**src/rtl/traffic_phase_sequencer_pkg.sv**
```systemverilog
// Shared definitions for the traffic phase sequencer and the display drivers
// that decode its phase output.
package traffic_pkg;

    localparam logic [2:0] PH_NS_GREEN  = 3'd0;
    localparam logic [2:0] PH_NS_YELLOW = 3'd1;
    localparam logic [2:0] PH_ALLRED_A  = 3'd2;
    localparam logic [2:0] PH_EW_GREEN  = 3'd3;
    localparam logic [2:0] PH_EW_YELLOW = 3'd4;
    localparam logic [2:0] PH_ALLRED_B  = 3'd5;
    localparam logic [2:0] PH_PED_WALK  = 3'd6;

    typedef enum logic [2:0] {
        NS_GREEN  = PH_NS_GREEN,
        NS_YELLOW = PH_NS_YELLOW,
        ALLRED_A  = PH_ALLRED_A,
        EW_GREEN  = PH_EW_GREEN,
        EW_YELLOW = PH_EW_YELLOW,
        ALLRED_B  = PH_ALLRED_B,
        PED_WALK  = PH_PED_WALK
    } state_e;

    localparam int RED = 2;
    localparam int YEL = 1;
    localparam int GRN = 0;

    localparam logic DIR_NS = 1'b0;
    localparam logic DIR_EW = 1'b1;

    function automatic logic [2:0] lamp(input int pos);
        return 3'b001 << pos;
    endfunction

    // {ns_light, ew_light}; whichever road is not green or yellow shows red.
    function automatic logic [5:0] lights_of(input state_e s);
        case (s)
            NS_GREEN:  return {lamp(GRN), lamp(RED)};
            NS_YELLOW: return {lamp(YEL), lamp(RED)};
            EW_GREEN:  return {lamp(RED), lamp(GRN)};
            EW_YELLOW: return {lamp(RED), lamp(YEL)};
            default:   return {lamp(RED), lamp(RED)};
        endcase
    endfunction

endpackage

```
**src/rtl/traffic_phase_sequencer_if.sv**
```systemverilog
// Tick/pedestrian inputs and light/status outputs of the phase sequencer.
interface traffic_phase_sequencer_if #(
    parameter int CNT_W = 8
);
    logic             tick;
    logic             ped_req;
    logic             ped_ack;
    logic             walk;
    logic [2:0]       ns_light;
    logic [2:0]       ew_light;
    logic [2:0]       phase;
    logic [CNT_W-1:0] remaining;

    modport master (
        output tick, ped_req,
        input  ped_ack, walk, ns_light, ew_light, phase, remaining
    );

    modport slave (
        input  tick, ped_req,
        output ped_ack, walk, ns_light, ew_light, phase, remaining
    );
endinterface

```
**src/rtl/traffic_phase_sequencer_phase_timer.sv**
```systemverilog
// Tick counter for the current phase; done flags the tick that ends a phase
// of length dur. clear restarts counting on phase entry.
module phase_timer #(
    parameter int CNT_W = 8
) (
    input  logic             clk,
    input  logic             rst,
    input  logic             clear,
    input  logic             tick,
    input  logic [CNT_W:0]   dur,
    output logic [CNT_W-1:0] elapsed,
    output logic             done
);

    logic [CNT_W-1:0] elapsed_q;
    logic [CNT_W-1:0] elapsed_d;

    // Next count: restart on phase entry, advance on a tick, else hold.
    always_comb begin
        if (clear) begin
            elapsed_d = '0;
        end else if (tick) begin
            elapsed_d = elapsed_q + CNT_W'(1);
        end else begin
            elapsed_d = elapsed_q;
        end
    end

    // Counter register.
    always_ff @(posedge clk or negedge rst) begin
        if (!rst) begin
            elapsed_q <= '0;
        end else begin
            elapsed_q <= elapsed_d;
        end
    end

    assign elapsed = elapsed_q;
    assign done    = tick && ({1'b0, elapsed_q} == (dur - (CNT_W + 1)'(1)));

endmodule

```
**src/rtl/traffic_phase_sequencer.sv**
```systemverilog
// Two-road light sequencer with a pedestrian walk phase inserted after an
// all-red clearance when a request is pending. All timing is in ticks.
module traffic_phase_sequencer
    import traffic_pkg::*;
#(
    parameter int CNT_W           = 8,
    parameter int GREEN_TICKS     = 10,
    parameter int MIN_GREEN_TICKS = 4,
    parameter int YELLOW_TICKS    = 3,
    parameter int ALLRED_TICKS    = 1,
    parameter int WALK_TICKS      = 5
) (
    input  logic                     clk,
    input  logic                     rst,
    traffic_phase_sequencer_if.slave bus
);

    localparam int DW      = CNT_W + 1;
    localparam int MAX_DUR = 2 ** CNT_W;

    if (GREEN_TICKS < 1 || GREEN_TICKS > MAX_DUR ||
        MIN_GREEN_TICKS < 1 || MIN_GREEN_TICKS > GREEN_TICKS ||
        YELLOW_TICKS < 1 || YELLOW_TICKS > MAX_DUR ||
        ALLRED_TICKS < 1 || ALLRED_TICKS > MAX_DUR ||
        WALK_TICKS < 1 || WALK_TICKS > MAX_DUR) begin : g_bad_params
        $error("traffic_phase_sequencer: phase durations do not fit CNT_W");
    end

    localparam logic [CNT_W-1:0] MIN_LAST = CNT_W'(MIN_GREEN_TICKS - 1);

    function automatic logic [DW-1:0] dur_of(input state_e s);
        case (s)
            NS_GREEN, EW_GREEN:   return DW'(GREEN_TICKS);
            NS_YELLOW, EW_YELLOW: return DW'(YELLOW_TICKS);
            ALLRED_A, ALLRED_B:   return DW'(ALLRED_TICKS);
            PED_WALK:             return DW'(WALK_TICKS);
            default:              return DW'(GREEN_TICKS);
        endcase
    endfunction

    function automatic logic [CNT_W-1:0] last_of(input state_e s);
        return CNT_W'(dur_of(s) - DW'(1));
    endfunction

    state_e           state_q, state_d;
    logic             pending_q, pending_d;
    logic             next_dir_q, next_dir_d;
    logic             ped_ack_q, ped_ack_d;
    logic             walk_q, walk_d;
    logic [5:0]       lights_q, lights_d;
    logic [CNT_W-1:0] remaining_q, remaining_d;

    logic [DW-1:0]    dur_s;
    logic [CNT_W-1:0] elapsed_s;
    logic             done_s;
    logic             is_green_s;
    logic             early_s;
    logic             advance_s;
    logic             enter_walk_s;

    assign dur_s      = dur_of(state_q);
    assign is_green_s = (state_q == NS_GREEN) || (state_q == EW_GREEN);
    // A pending pedestrian may cut a green short once the minimum has been served.
    assign early_s    = bus.tick && is_green_s && pending_q && (elapsed_s >= MIN_LAST);
    assign advance_s  = done_s || early_s;

    phase_timer #(.CNT_W(CNT_W)) u_timer (
        .clk     (clk),
        .rst     (rst),
        .clear   (advance_s),
        .tick    (bus.tick),
        .dur     (dur_s),
        .elapsed (elapsed_s),
        .done    (done_s)
    );

    // Phase sequencing; next_dir remembers which road follows a walk.
    always_comb begin
        state_d    = state_q;
        next_dir_d = next_dir_q;
        if (advance_s) begin
            case (state_q)
                NS_GREEN:  state_d = NS_YELLOW;
                NS_YELLOW: begin
                    state_d    = ALLRED_A;
                    next_dir_d = DIR_EW;
                end
                ALLRED_A:  state_d = pending_q ? PED_WALK : EW_GREEN;
                EW_GREEN:  state_d = EW_YELLOW;
                EW_YELLOW: begin
                    state_d    = ALLRED_B;
                    next_dir_d = DIR_NS;
                end
                ALLRED_B:  state_d = pending_q ? PED_WALK : NS_GREEN;
                PED_WALK:  state_d = (next_dir_q == DIR_EW) ? EW_GREEN : NS_GREEN;
                default:   state_d = NS_GREEN;
            endcase
        end else begin
            state_d = state_q;
        end
    end

    assign enter_walk_s = advance_s && (state_d == PED_WALK);

    // Request latch: entering the walk consumes it, requests during the walk are dropped.
    always_comb begin
        if (enter_walk_s) begin
            pending_d = 1'b0;
        end else if (bus.ped_req && (state_q != PED_WALK)) begin
            pending_d = 1'b1;
        end else begin
            pending_d = pending_q;
        end
    end

    // Output values for the coming phase, so all outputs leave flops.
    always_comb begin
        ped_ack_d = enter_walk_s;
        walk_d    = (state_d == PED_WALK);
        lights_d  = lights_of(state_d);
        if (advance_s) begin
            remaining_d = last_of(state_d);
        end else if (bus.tick) begin
            remaining_d = remaining_q - CNT_W'(1);
        end else begin
            remaining_d = remaining_q;
        end
    end

    // State and output registers.
    always_ff @(posedge clk or negedge rst) begin
        if (!rst) begin
            state_q     <= NS_GREEN;
            pending_q   <= 1'b0;
            next_dir_q  <= DIR_EW;
            ped_ack_q   <= 1'b0;
            walk_q      <= 1'b0;
            lights_q    <= lights_of(NS_GREEN);
            remaining_q <= last_of(NS_GREEN);
        end else begin
            state_q     <= state_d;
            pending_q   <= pending_d;
            next_dir_q  <= next_dir_d;
            ped_ack_q   <= ped_ack_d;
            walk_q      <= walk_d;
            lights_q    <= lights_d;
            remaining_q <= remaining_d;
        end
    end

    assign bus.phase     = state_q;
    assign bus.ped_ack   = ped_ack_q;
    assign bus.walk      = walk_q;
    assign bus.ns_light  = lights_q[5:3];
    assign bus.ew_light  = lights_q[2:0];
    assign bus.remaining = remaining_q;

endmodule

```
**src/flat_wrapper.sv**
```systemverilog
// flat-port wrapper written by rule: the top's interface ports become plain ports
module traffic_phase_sequencer_flat import traffic_pkg::*;
#(
    parameter int CNT_W           = 8,
    parameter int GREEN_TICKS     = 10,
    parameter int MIN_GREEN_TICKS = 4,
    parameter int YELLOW_TICKS    = 3,
    parameter int ALLRED_TICKS    = 1,
    parameter int WALK_TICKS      = 5
)
  (clk, rst, bus_tick, bus_ped_req, bus_ped_ack, bus_walk, bus_ns_light, bus_ew_light, bus_phase, bus_remaining);
  traffic_phase_sequencer_if #(.CNT_W(CNT_W)) bus_i ();
  input  logic clk;
  input  logic rst;
  input wire logic [$bits(bus_i.tick)-1:0] bus_tick;
  input wire logic [$bits(bus_i.ped_req)-1:0] bus_ped_req;
  output wire logic [$bits(bus_i.ped_ack)-1:0] bus_ped_ack;
  output wire logic [$bits(bus_i.walk)-1:0] bus_walk;
  output wire logic [$bits(bus_i.ns_light)-1:0] bus_ns_light;
  output wire logic [$bits(bus_i.ew_light)-1:0] bus_ew_light;
  output wire logic [$bits(bus_i.phase)-1:0] bus_phase;
  output wire logic [$bits(bus_i.remaining)-1:0] bus_remaining;
  assign bus_i.tick = bus_tick;
  assign bus_i.ped_req = bus_ped_req;
  assign bus_ped_ack = bus_i.ped_ack;
  assign bus_walk = bus_i.walk;
  assign bus_ns_light = bus_i.ns_light;
  assign bus_ew_light = bus_i.ew_light;
  assign bus_phase = bus_i.phase;
  assign bus_remaining = bus_i.remaining;
  traffic_phase_sequencer #(.CNT_W(CNT_W), .GREEN_TICKS(GREEN_TICKS), .MIN_GREEN_TICKS(MIN_GREEN_TICKS), .YELLOW_TICKS(YELLOW_TICKS), .ALLRED_TICKS(ALLRED_TICKS), .WALK_TICKS(WALK_TICKS)) u_core (.clk(clk), .rst(rst), .bus(bus_i));
endmodule
```
**config.mk**
```make
export PLATFORM = sky130hd
export DESIGN_NAME = traffic_phase_sequencer_flat
export DESIGN_NICKNAME = d
export VERILOG_FILES = /design/src/rtl/traffic_phase_sequencer_pkg.sv /design/src/rtl/traffic_phase_sequencer_if.sv /design/src/rtl/traffic_phase_sequencer_phase_timer.sv /design/src/rtl/traffic_phase_sequencer.sv /design/src/flat_wrapper.sv
export SDC_FILE = /design/constraint.sdc
export NUM_CORES = 1
export LEC_CHECK = 0
export BUFFER_PORTS_ARGS = -buffer_cell sky130_fd_sc_hd__buf_2
export CAP_MARGIN = 40
export CORE_MARGIN = 2
export CORE_UTILIZATION = 51
export DETAILED_ROUTE_END_ITERATION = 7
export GPL_TIMING_DRIVEN = 0
export PLACE_DENSITY = 0.78
export SKIP_CTS_REPAIR_TIMING = 1
export SLEW_MARGIN = 20
export SYNTH_ARGS = -nofsm -noshare
export SYNTH_HDL_FRONTEND = slang
export SYNTH_SLANG_ARGS = --single-unit
```
**constraint.sdc**
```tcl
create_clock -name clk -period 2.9 [get_ports clk]
set_input_delay 0.29 -clock clk [delete_from_list [all_inputs] [get_ports clk]]
set_output_delay 0.29 -clock clk [all_outputs]
set_load 0.01 [all_outputs]
```
==> impl_metrics.yaml, run 1 <==
clocking:
  htree_levels: 2
  cts-root-buf: "clkbuf_4"
  clock-sinks: 29
  cts_tree: "yes"
  clock_path_buffers: 2
  cts.clk_slew.worst_paths_ns: 0.10
  cts_made_buffers: 5
  clk_latency_ns: 0.33
die:
  core_area_um2: 3103
  num_rows: 20
  initial_core_util_pct: 54.23
  die_area_um2: 3775
  die_width_um: 61.45
  die_y_um: 61.45
  ios: 23
global_route:
  grt_max_degree: 30
  antenna_found_initial: 0
  grt_overflow_total: 0
  grt_pass1_vias: 1473
  grt_pass1_wl_um: 6451
  grt.total_usage_pct: 23.71
routing:
  avgRoutedWirePerCell_um: 15.56
  dr.pass1.iters: 4
  vias: 1565
  wl_um: 4169
  vias_per_cell: 5.840
  drcViolationCount: 0
  drtIter0Drc: 98
  drtAntennaViolNets: 0
pwr:
  power.switching_uw: 972.0
  pwr-share-comb_pct: 57.5
  swShare_pct: 44.51
  power_frac_seq_pct: 31.5
  ir_worst_vdd_v: 0.0004571
  p_clk_share_pct: 11.0
  p_int_mw: 1.212
  powerDensity_nw_per_um2: 1039
  total_leakage_power_nw: 0.9107
finish:
  final.fill_count: 276
  syn2layout_area_growth_pct: 24.91
  fin_util_pct: 67.74
  final_cell_mix: "buf_2 (24), nor2_1 (22), dfrtp_1 (21)"
  layout-drive-gt1-share_pct: 32.14
  mostFrequentLayoutCell: "buf_2"
  diodes: 0
  fin_nets: 229
setup_path:
  r2r-start: "u_core.bus.phase[0]"
  timing.critical_path.fanout_max: 8
  arrival_ns: 3.37
  max_stage_delay_ns: 0.57
  cp_cell_sequence: "nand3b_1 > xnor2_1 > or4b_4 > o21a_4 > buf_12 > a21oi_4 > ha_4 > nand2_4 > a211oi_4 > mux2i_1 > mux2i_2 > o221a_1"
  cp-end-kind: "flip-flop"
  startpoint: "u_core.bus.phase[0]"
  startpoint_type: "flip-flop"
  cp_slowest_cell: "or4b_4"
  crit_buf_inv: 1
  cp.required_ns: 3.16
  criticalPathCategory: "reg2reg"
  critPathTopFamily: "compound AO/OA/AOI/OAI gates"
synthesis:
  synthArstFlopShare_pct: 100.0
  synthXorXnorAreaFrac_pct: 5.204
  synth_edf_count: 0
  synth_nets: 192
  synth_top_family_by_area: "simple AND/OR/NAND/NOR gates"
  post_synth_mux_area_share_pct: 5.056
  yosys.area_share.simple_pct: 23.42
  netlist-cell-type-count: 52
  ys.flop_type: "dfrtp_1"
  synth_area_um2: 1683
  synth_adder_area_share_pct: 1.487
  synthCells: 186
  synth_compound_area_share_pct: 16.51
  ys_seq_area_share_pct: 43.49
  yosysWarnings: 0
  syn-mean-instance-area_um2: 9.048
  synth-seq-cells: 29
placed_design:
  gp_congestion: 0.8928
  dp_hpwl_um: 2845
  dp_slack_ns: -0.4305
  port_buffers: 22
sta:
  worst_pin_slew_ns: 0.6361
  finalMaxSlewViolations: 0
  rsz0062_at_grt: "true"
  layout_min_cycle_time_ns: 3.108
  min_period_over_period_pct: 107.2
  finalClockSkew_ns: 0.009821
  max_freq_mhz: 321.8
  relSlewSlack_pct: 57.59
  tns_ns: -0.3494
  hold_viol_final: 24
  holdWs_ns: -0.03398
  setup_ws_ns: -0.2076
  setup_viol: 2
run:
  maxCapViolCount: 0
run_status:
  violations: "hold timing, setup timing"
  status: "complete, but fails checks"
min_path:
  hold_path.class: "in2async"
## Yosys cell counts (2+ instances only)
cell type / count / area (µm²)
o21ai_0: 12 / 60.06
nor2b_1: 3 / 18.77
dfstp_2: 5 / 131.4
mux2i_1: 6 / 60.06
nand3_1: 3 / 15.01
o211ai_1: 2 / 15.01
or4_1: 4 / 30.03
nor2_1: 23 / 86.33
xnor2_1: 5 / 43.79
nand2_1: 16 / 60.06
o22ai_1: 2 / 12.51
or2_1: 2 / 12.51
dfrtp_1: 24 / 600.6
a211oi_1: 3 / 22.52
o31ai_1: 3 / 22.52
and2_1: 2 / 12.51
ha_1: 2 / 25.02
a21oi_1: 7 / 35.03
clkbuf_1: 6 / 22.52
xor2_1: 5 / 43.79
inv_1: 4 / 15.01
buf_2: 4 / 20.02
and3_1: 3 / 18.77
nor3_1: 7 / 35.03
a31oi_1: 2 / 12.51
nand4_1: 4 / 25.02
or3_1: 2 / 12.51
## layer usage
layer  share of wire [%]  GRT usage, %
met3                 6.4         5.252
met2                  51         41.34
met4                 1.5         9.119
met1                  40         28.53
met5                   0             0
## cells by family after synthesis
family / Yosys count
XOR/XNOR: 10
multiplexers: 8
flip-flops: 29
buffers and inverters: 18
AO/OA/AOI/OAI: 42
AND/OR/NAND/NOR: 77
adder cells (fa/ha/maj): 2
## through the flow
stage                     power [mW]  instance area, µm²  cells  hold WS, ns
after global placement         1.684                1898    252       0.3298
after detailed placement       1.716                1898    252       0.3482
after floorplan                1.430                1733    186    -0.005591
after CTS                      1.964                1949    260     -0.02199
after global routing           2.348                2102    268      0.01139
final                          2.184                2102    268     -0.03398
## power by group through the flow
stage	Clock [mW]	Combinational, mW	Sequential, mW
floorplan	0	0.723	0.706
global placement	0	1.01	0.676
detailed placement	0	1.03	0.684
CTS	0.247	1.04	0.676
global route	0.264	1.37	0.710
finish	0.240	1.26	0.687
## final cells by class
class / instances / area (µm²) / area share, %
multi-input combinational: 139 / 982.2 / 46.73
sequential: 29 / 735.7 / 35.00
timing repair buffer: 31 / 177.7 / 8.452
buffer: 12 / 81.33 / 3.869
tap: 44 / 55.05 / 2.619
clock buffer: 6 / 41.29 / 1.964
inverter: 5 / 18.77 / 0.8929
clock inverter: 2 / 10.01 / 0.4762
## final timing paths
kind	to	slack (ns)	cells after the start
worst max-delay path	u_core.bus.remaining[6]	-0.21	12
worst min-delay path	u_core.u_timer.elapsed[5]	-0.03	1
worst max register to register	u_core.bus.remaining[6]	-0.21	12
worst min register to register	u_core.bus.remaining[3]	0.53	2
max in group asynchronous	u_core.bus.phase[0]	2.48	1
min in group clk	u_core.pending_q	0.22	3
## state kept, by name, indices dropped and copies added, names as in the netlist
register / cells
u_core.bus.remaining: 8
u_core.bus.ped_ack: 1
u_core.next_dir_q: 1
u_core.bus.walk: 1
u_core.lights_q: 6
u_core.bus.phase: 3
u_core.u_timer.elapsed: 8
u_core.pending_q: 1
Note: power is estimated with default switching activity, not from simulation.
==> run 2, diff against run 1 <==
Settings changed: PLACE_DENSITY 0.78 to 0.72, SETUP_SLACK_MARGIN set to 0.05, TNS_END_PERCENT set to 1.
==> run 2 against run 1 <==
The flow still finishes with violations (hold timing, setup timing). Worst setup slack better by 0.090 ns. Critical path depth rose by 1. Sequential share of layout area is 0.27 points lower. Hold slack got worse by 0.017 ns. Clock power about the same. Die area is the same. Sequential power about the same. Largest power group unchanged.
==> impl_metrics.yaml, run 2 (synthesis gave the netlist of run 1 again) <==
finish:
  syn2layout_area_growth_pct: 25.65
  fin_nets: 232
  final_cell_mix: "buf_2 (24), nor2_1 (22), dfrtp_1 (22)"
  layout-drive-gt1-share_pct: 32.16
  mostFrequentLayoutCell: "buf_2"
  final.fill_count: 284
  diodes: 0
clocking:
  cts.clk_slew.worst_paths_ns: 0.10
  clock-sinks: 29
  cts-root-buf: "clkbuf_4"
  htree_levels: 2
  cts_made_buffers: 5
  clock_path_buffers: 2
  cts_tree: "yes"
  clk_latency_ns: 0.35
sta:
  max_freq_mhz: 331.4
  relSlewSlack_pct: 58.13
  finalClockSkew_ns: 0.01030
  finalMaxSlewViolations: 0
  tns_ns: -0.1442
  hold_viol_final: 24
  worst_pin_slew_ns: 0.6280
  setup_viol: 2
  min_period_over_period_pct: 104.1
  layout_min_cycle_time_ns: 3.017
  rsz0062_at_grt: "true"
  setup_ws_ns: -0.1175
  holdWs_ns: -0.05119
routing:
  drcViolationCount: 0
  vias_per_cell: 5.760
  drtIter0Drc: 82
  vias: 1561
  dr.pass1.iters: 4
  avgRoutedWirePerCell_um: 15.05
  wl_um: 4078
  drtAntennaViolNets: 0
setup_path:
  startpoint_type: "flip-flop"
  cp-end-kind: "flip-flop"
  arrival_ns: 3.24
  timing.critical_path.fanout_max: 8
  cp.required_ns: 3.13
  criticalPathCategory: "reg2reg"
global_route:
  grt_pass1_wl_um: 6334
  grt.total_usage_pct: 23.21
  grt_max_degree: 30
  antenna_found_initial: 0
  grt_pass1_vias: 1404
  grt_overflow_total: 0
placed_design:
  port_buffers: 22
  gp_congestion: 0.8867
  dp_hpwl_um: 2762
min_path:
  hold_path.class: "in2async"
die:
  die_y_um: 61.45
  ios: 23
  num_rows: 20
  initial_core_util_pct: 54.23
  core_area_um2: 3103
  die_area_um2: 3775
  die_width_um: 61.45
run_status:
  status: "complete, but fails checks"
  violations: "hold timing, setup timing"
pwr:
  powerDensity_nw_per_um2: 1027
  ir_worst_vdd_v: 0.0004522
  total_leakage_power_nw: 0.9243
  total_power_mw: 2.172
run:
  maxCapViolCount: 0
## run 2: path summary, 6_finish.rpt
kind                                      startpoint                         to  slack, ns  depth (start not counted)
max reg2reg                u_core.u_timer.elapsed[5]    u_core.bus.remaining[6]      -0.12                         13
min                                              rst  u_core.u_timer.elapsed[6]      -0.05                          1
max                        u_core.u_timer.elapsed[5]    u_core.bus.remaining[6]      -0.12                         13
min reg2reg                        u_core.next_dir_q          u_core.next_dir_q       0.53                          2
max in group asynchronous                        rst        u_core.bus.phase[0]       2.50                          1
min in group clk                         bus_ped_req           u_core.pending_q       0.22                          3
## run 2: final cells by class
class | count | area (µm²) | area share, %
plain buffers | 12 | 72.57 | 3.432
multi-input cells | 139 | 982.2 | 46.45
well taps | 44 | 55.05 | 2.604
inverters | 5 | 18.77 | 0.8876
clock inverters | 2 | 10.01 | 0.4734
repair buffers | 34 | 200.2 | 9.467
clock buffers | 6 | 41.29 | 1.953
flip-flops and latches | 29 | 734.5 | 34.73
## run 2: layer usage
layer	up-vias	share of wire, %	global-route usage, %
met1	767	47	30.83
met2	40	46	36.93
met5	-	0	0
li1	742	-	-
met4	0	2.6	9.422
met3	12	4.4	5.042
## run 2: power by group
group | switching [mW] | internal, mW | leakage (nW) | total (mW)
Clock | 0.149 | 0.0921 | 0.0320 | 0.241
Combinational | 0.684 | 0.559 | 0.539 | 1.24
Sequential | 0.135 | 0.553 | 0.353 | 0.688
Total | 0.968 | 1.20 | 0.924 | 2.17
## run 2: through the flow
step | setup WS (ns) | cell area, µm² | utilization (%) | hold slack [ns] | cells
floorplan | -0.02552 | 1733 | - | -0.005591 | 186
global placement | -0.3846 | 1898 | 61.17 | 0.3325 | 252
detailed placement | -0.4375 | 1898 | 61.17 | 0.3510 | 252
finish | -0.1175 | 2115 | 68.15 | -0.05119 | 271
global route | -0.2307 | 2115 | 68.15 | 0.01627 | 271
CTS | -0.4691 | 1949 | 62.82 | -0.01922 | 260
## run 2: critical path, stage by stage, from the launching register on
cell and delay [ns]:
dfrtp_2 0.45, nor4_4 0.30, nand2_1 0.09, or4b_1 0.49
buf_6 0.15, o21a_4 0.25, a211oi_4 0.25, a21oi_4 0.06
ha_4 0.18, nand2_4 0.09, a211oi_4 0.05, mux2i_1 0.17
mux2i_2 0.11, o221a_1 0.26
==> run 3, diff against run 2 <==
Settings changed: PLACE_DENSITY 0.72 to unset, PLACE_DENSITY_LB_ADDON set to 0.1.
==> run 3 against run 2 <==
The flow finishes with violations (setup timing). Register-to-register slack improved by 0.06 ns. Design area about the same. Hold slack improved by 0.27 ns. Clock skew increased by 0.0045 ns. Die area unchanged. Utilization about the same. Combinational power about the same. Routed wire length increased by 2.6%. Worst setup slack improved by 0.058 ns. Final cell count increased by 0.74%. Maximum frequency increased by 2.0%. Power increased by 0.14%. Largest power group unchanged. Highest routed layer unchanged.
==> impl_metrics.yaml, run 3 (synthesis gave the netlist of run 1 again) <==
setup_path:
  cp_slowest_cell: "or4b_1"
  path_depth: 12
  regToRegSetupSlack_ns: -0.06
  max_stage_delay_ns: 0.51
  startpoint_type: "flip-flop"
  arrival_ns: 3.24
  cp_cell_sequence: "nor4_4 > nand2_1 > or4b_1 > buf_6 > o21a_4 > a21oi_2 > ha_2 > nand2_4 > a211oi_4 > mux2i_1 > mux2i_2 > o221a_1"
  crit_buf_inv: 1
  timing.rr.end: "u_core.bus.remaining[6]"
  timing.critical_path.fanout_max: 5
  r2r_cells: 12
  r2r-start: "u_core.u_timer.elapsed[7]"
  criticalPathCategory: "reg2reg"
  cp.required_ns: 3.18
  cp-end-kind: "flip-flop"
  startpoint: "u_core.u_timer.elapsed[7]"
  critPathTopFamily: "simple AND/OR/NAND/NOR gates"
  crit_end: "u_core.bus.remaining[6]"
sta:
  finalMaxSlewViolations: 0
  hold_viol_final: 0
  layout_min_cycle_time_ns: 2.960
  setup_viol: 2
  finalClockSkew_ns: 0.01483
  setup_ws_ns: -0.05967
  tns_ns: -0.06871
  holdWs_ns: 0.2167
  min_period_over_period_pct: 102.1
  max_freq_mhz: 337.9
  rsz0062_at_grt: "true"
  worst_pin_slew_ns: 0.6416
  relSlewSlack_pct: 57.22
routing:
  wl_um: 4183
  drtAntennaViolNets: 0
  drcViolationCount: 0
  drtIter0Drc: 107
  avgRoutedWirePerCell_um: 15.32
  vias_per_cell: 5.681
  dr.pass1.iters: 4
  vias: 1551
clocking:
  cts_made_buffers: 5
  clock-sinks: 29
  cts_tree: "yes"
  htree_levels: 2
  clock_path_buffers: 2
  cts-root-buf: "clkbuf_4"
  cts.clk_slew.worst_paths_ns: 0.10
  clk_latency_ns: 0.33
placed_design:
  gp_congestion: 0.8751
  dp_hpwl_um: 2822
  dpl.cell_count: 252
  port_buffers: 22
finish:
  fin_nets: 234
  final.fill_count: 286
  final_cells: 273
  mostFrequentLayoutCell: "buf_2"
  layout-drive-gt1-share_pct: 33.62
  final_cell_mix: "buf_2 (23), nor2_1 (22), dfrtp_1 (21)"
  syn2layout_area_growth_pct: 25.72
  multiInputGateArea_um2: 949.7
  diodes: 0
  seq_area_um2: 735.7
die:
  ios: 23
  num_rows: 20
  die_width_um: 61.45
  core_area_um2: 3103
  initial_core_util_pct: 54.23
  die_area_um2: 3775
  die_y_um: 61.45
pwr:
  power_frac_seq_pct: 31.4
  p_clk_share_pct: 13.1
  power.switching_uw: 939.0
  powerDensity_nw_per_um2: 1028
  pwr-share-comb_pct: 55.5
  p_int_mw: 1.236
  swShare_pct: 43.18
  total_leakage_power_nw: 0.9311
  total_power_mw: 2.175
  ir_worst_vdd_v: 0.0004876
min_path:
  hold_path.class: "in2reg"
run:
  maxCapViolCount: 0
run_status:
  status: "complete, but fails checks"
  violations: "setup timing"
global_route:
  grt.total_usage_pct: 23.40
  grt_pass1_wl_um: 6437
  grt_overflow_total: 0
  antenna_found_initial: 0
  grt_max_degree: 30
  grt_pass1_vias: 1379
==> run 3: cell count changes in the layout (fill, tap and decap cells not counted), sizes merged <==
| cell | before | now |
|---|---|---|
| clkbuf | 12 | 14 |
| clkinv | 3 | 1 |
| buf | 40 | 39 |
| clkinvlp | 0 | 1 |
| dlygate4sd3 | 0 | 1 |
| o21a | 1 | 2 |
==> run 3: layout make-up <==
type	count	area share [%]
Buffer	12	3.430
Clock buffer	7	3.075
Clock inverter	1	0.2365
Inverter	5	1.064
Multi-Input combinational cell	140	44.88
Sequential cell	29	34.77
Tap cell	44	2.602
Timing Repair Buffer	35	9.935
==> run 3: worst min-delay path by stage <==
stage                 from  cells past startpoint                   endpoint  slack, ns
6_report       bus_ped_req                      3           u_core.pending_q       0.22
5_1_grt        bus_ped_req                      3           u_core.pending_q       0.24
4_1_cts                rst                      1         u_core.bus.ped_ack      -0.01
3_5_place_dp           rst                      1  u_core.u_timer.elapsed[6]       0.35
3_3_place_gp           rst                      1  u_core.u_timer.elapsed[6]       0.33
2_1_floorplan          rst                      0         u_core.bus.ped_ack     -0.006
==> run 3: stage by stage <==
step / setup WS, ns / cell area (µm²) / utilization [%]
3_3_place_gp: -0.3956 / 1898 / 61.17
3_5_place_dp: -0.4208 / 1898 / 61.17
4_1_cts: -0.4405 / 1968 / 63.43
5_1_grt: -0.1936 / 2116 / 68.19
2_1_floorplan: -0.02552 / 1733 / -
6_report: -0.05967 / 2116 / 68.19
==> run 3: layer usage <==
layer | wire length [µm] | track usage [%]
met1 | 1873 | 32.59
met5 | 0 | 0
met3 | 283 | 5.672
met4 | 74 | 8.207
met2 | 1952 | 35.71
==> run 3: tightest hold or removal path: cells and delay by family <==
| kind | cells | cell delay, ns |
|---|---|---|
| buffers and inverters | 1 | 0.10 |
| AND/OR/NAND/NOR | 1 | 0.07 |
| AO/OA/AOI/OAI | 1 | 0.05 |
==> run 3: power by group through the flow <==
stage,clock network (mW),logic [mW],registers (mW)
floorplan,0,0.723,0.706
global placement,0,1.01,0.676
detailed placement,0,1.03,0.684
CTS,0.292,1.03,0.677
global route,0.315,1.33,0.702
finish,0.286,1.21,0.683
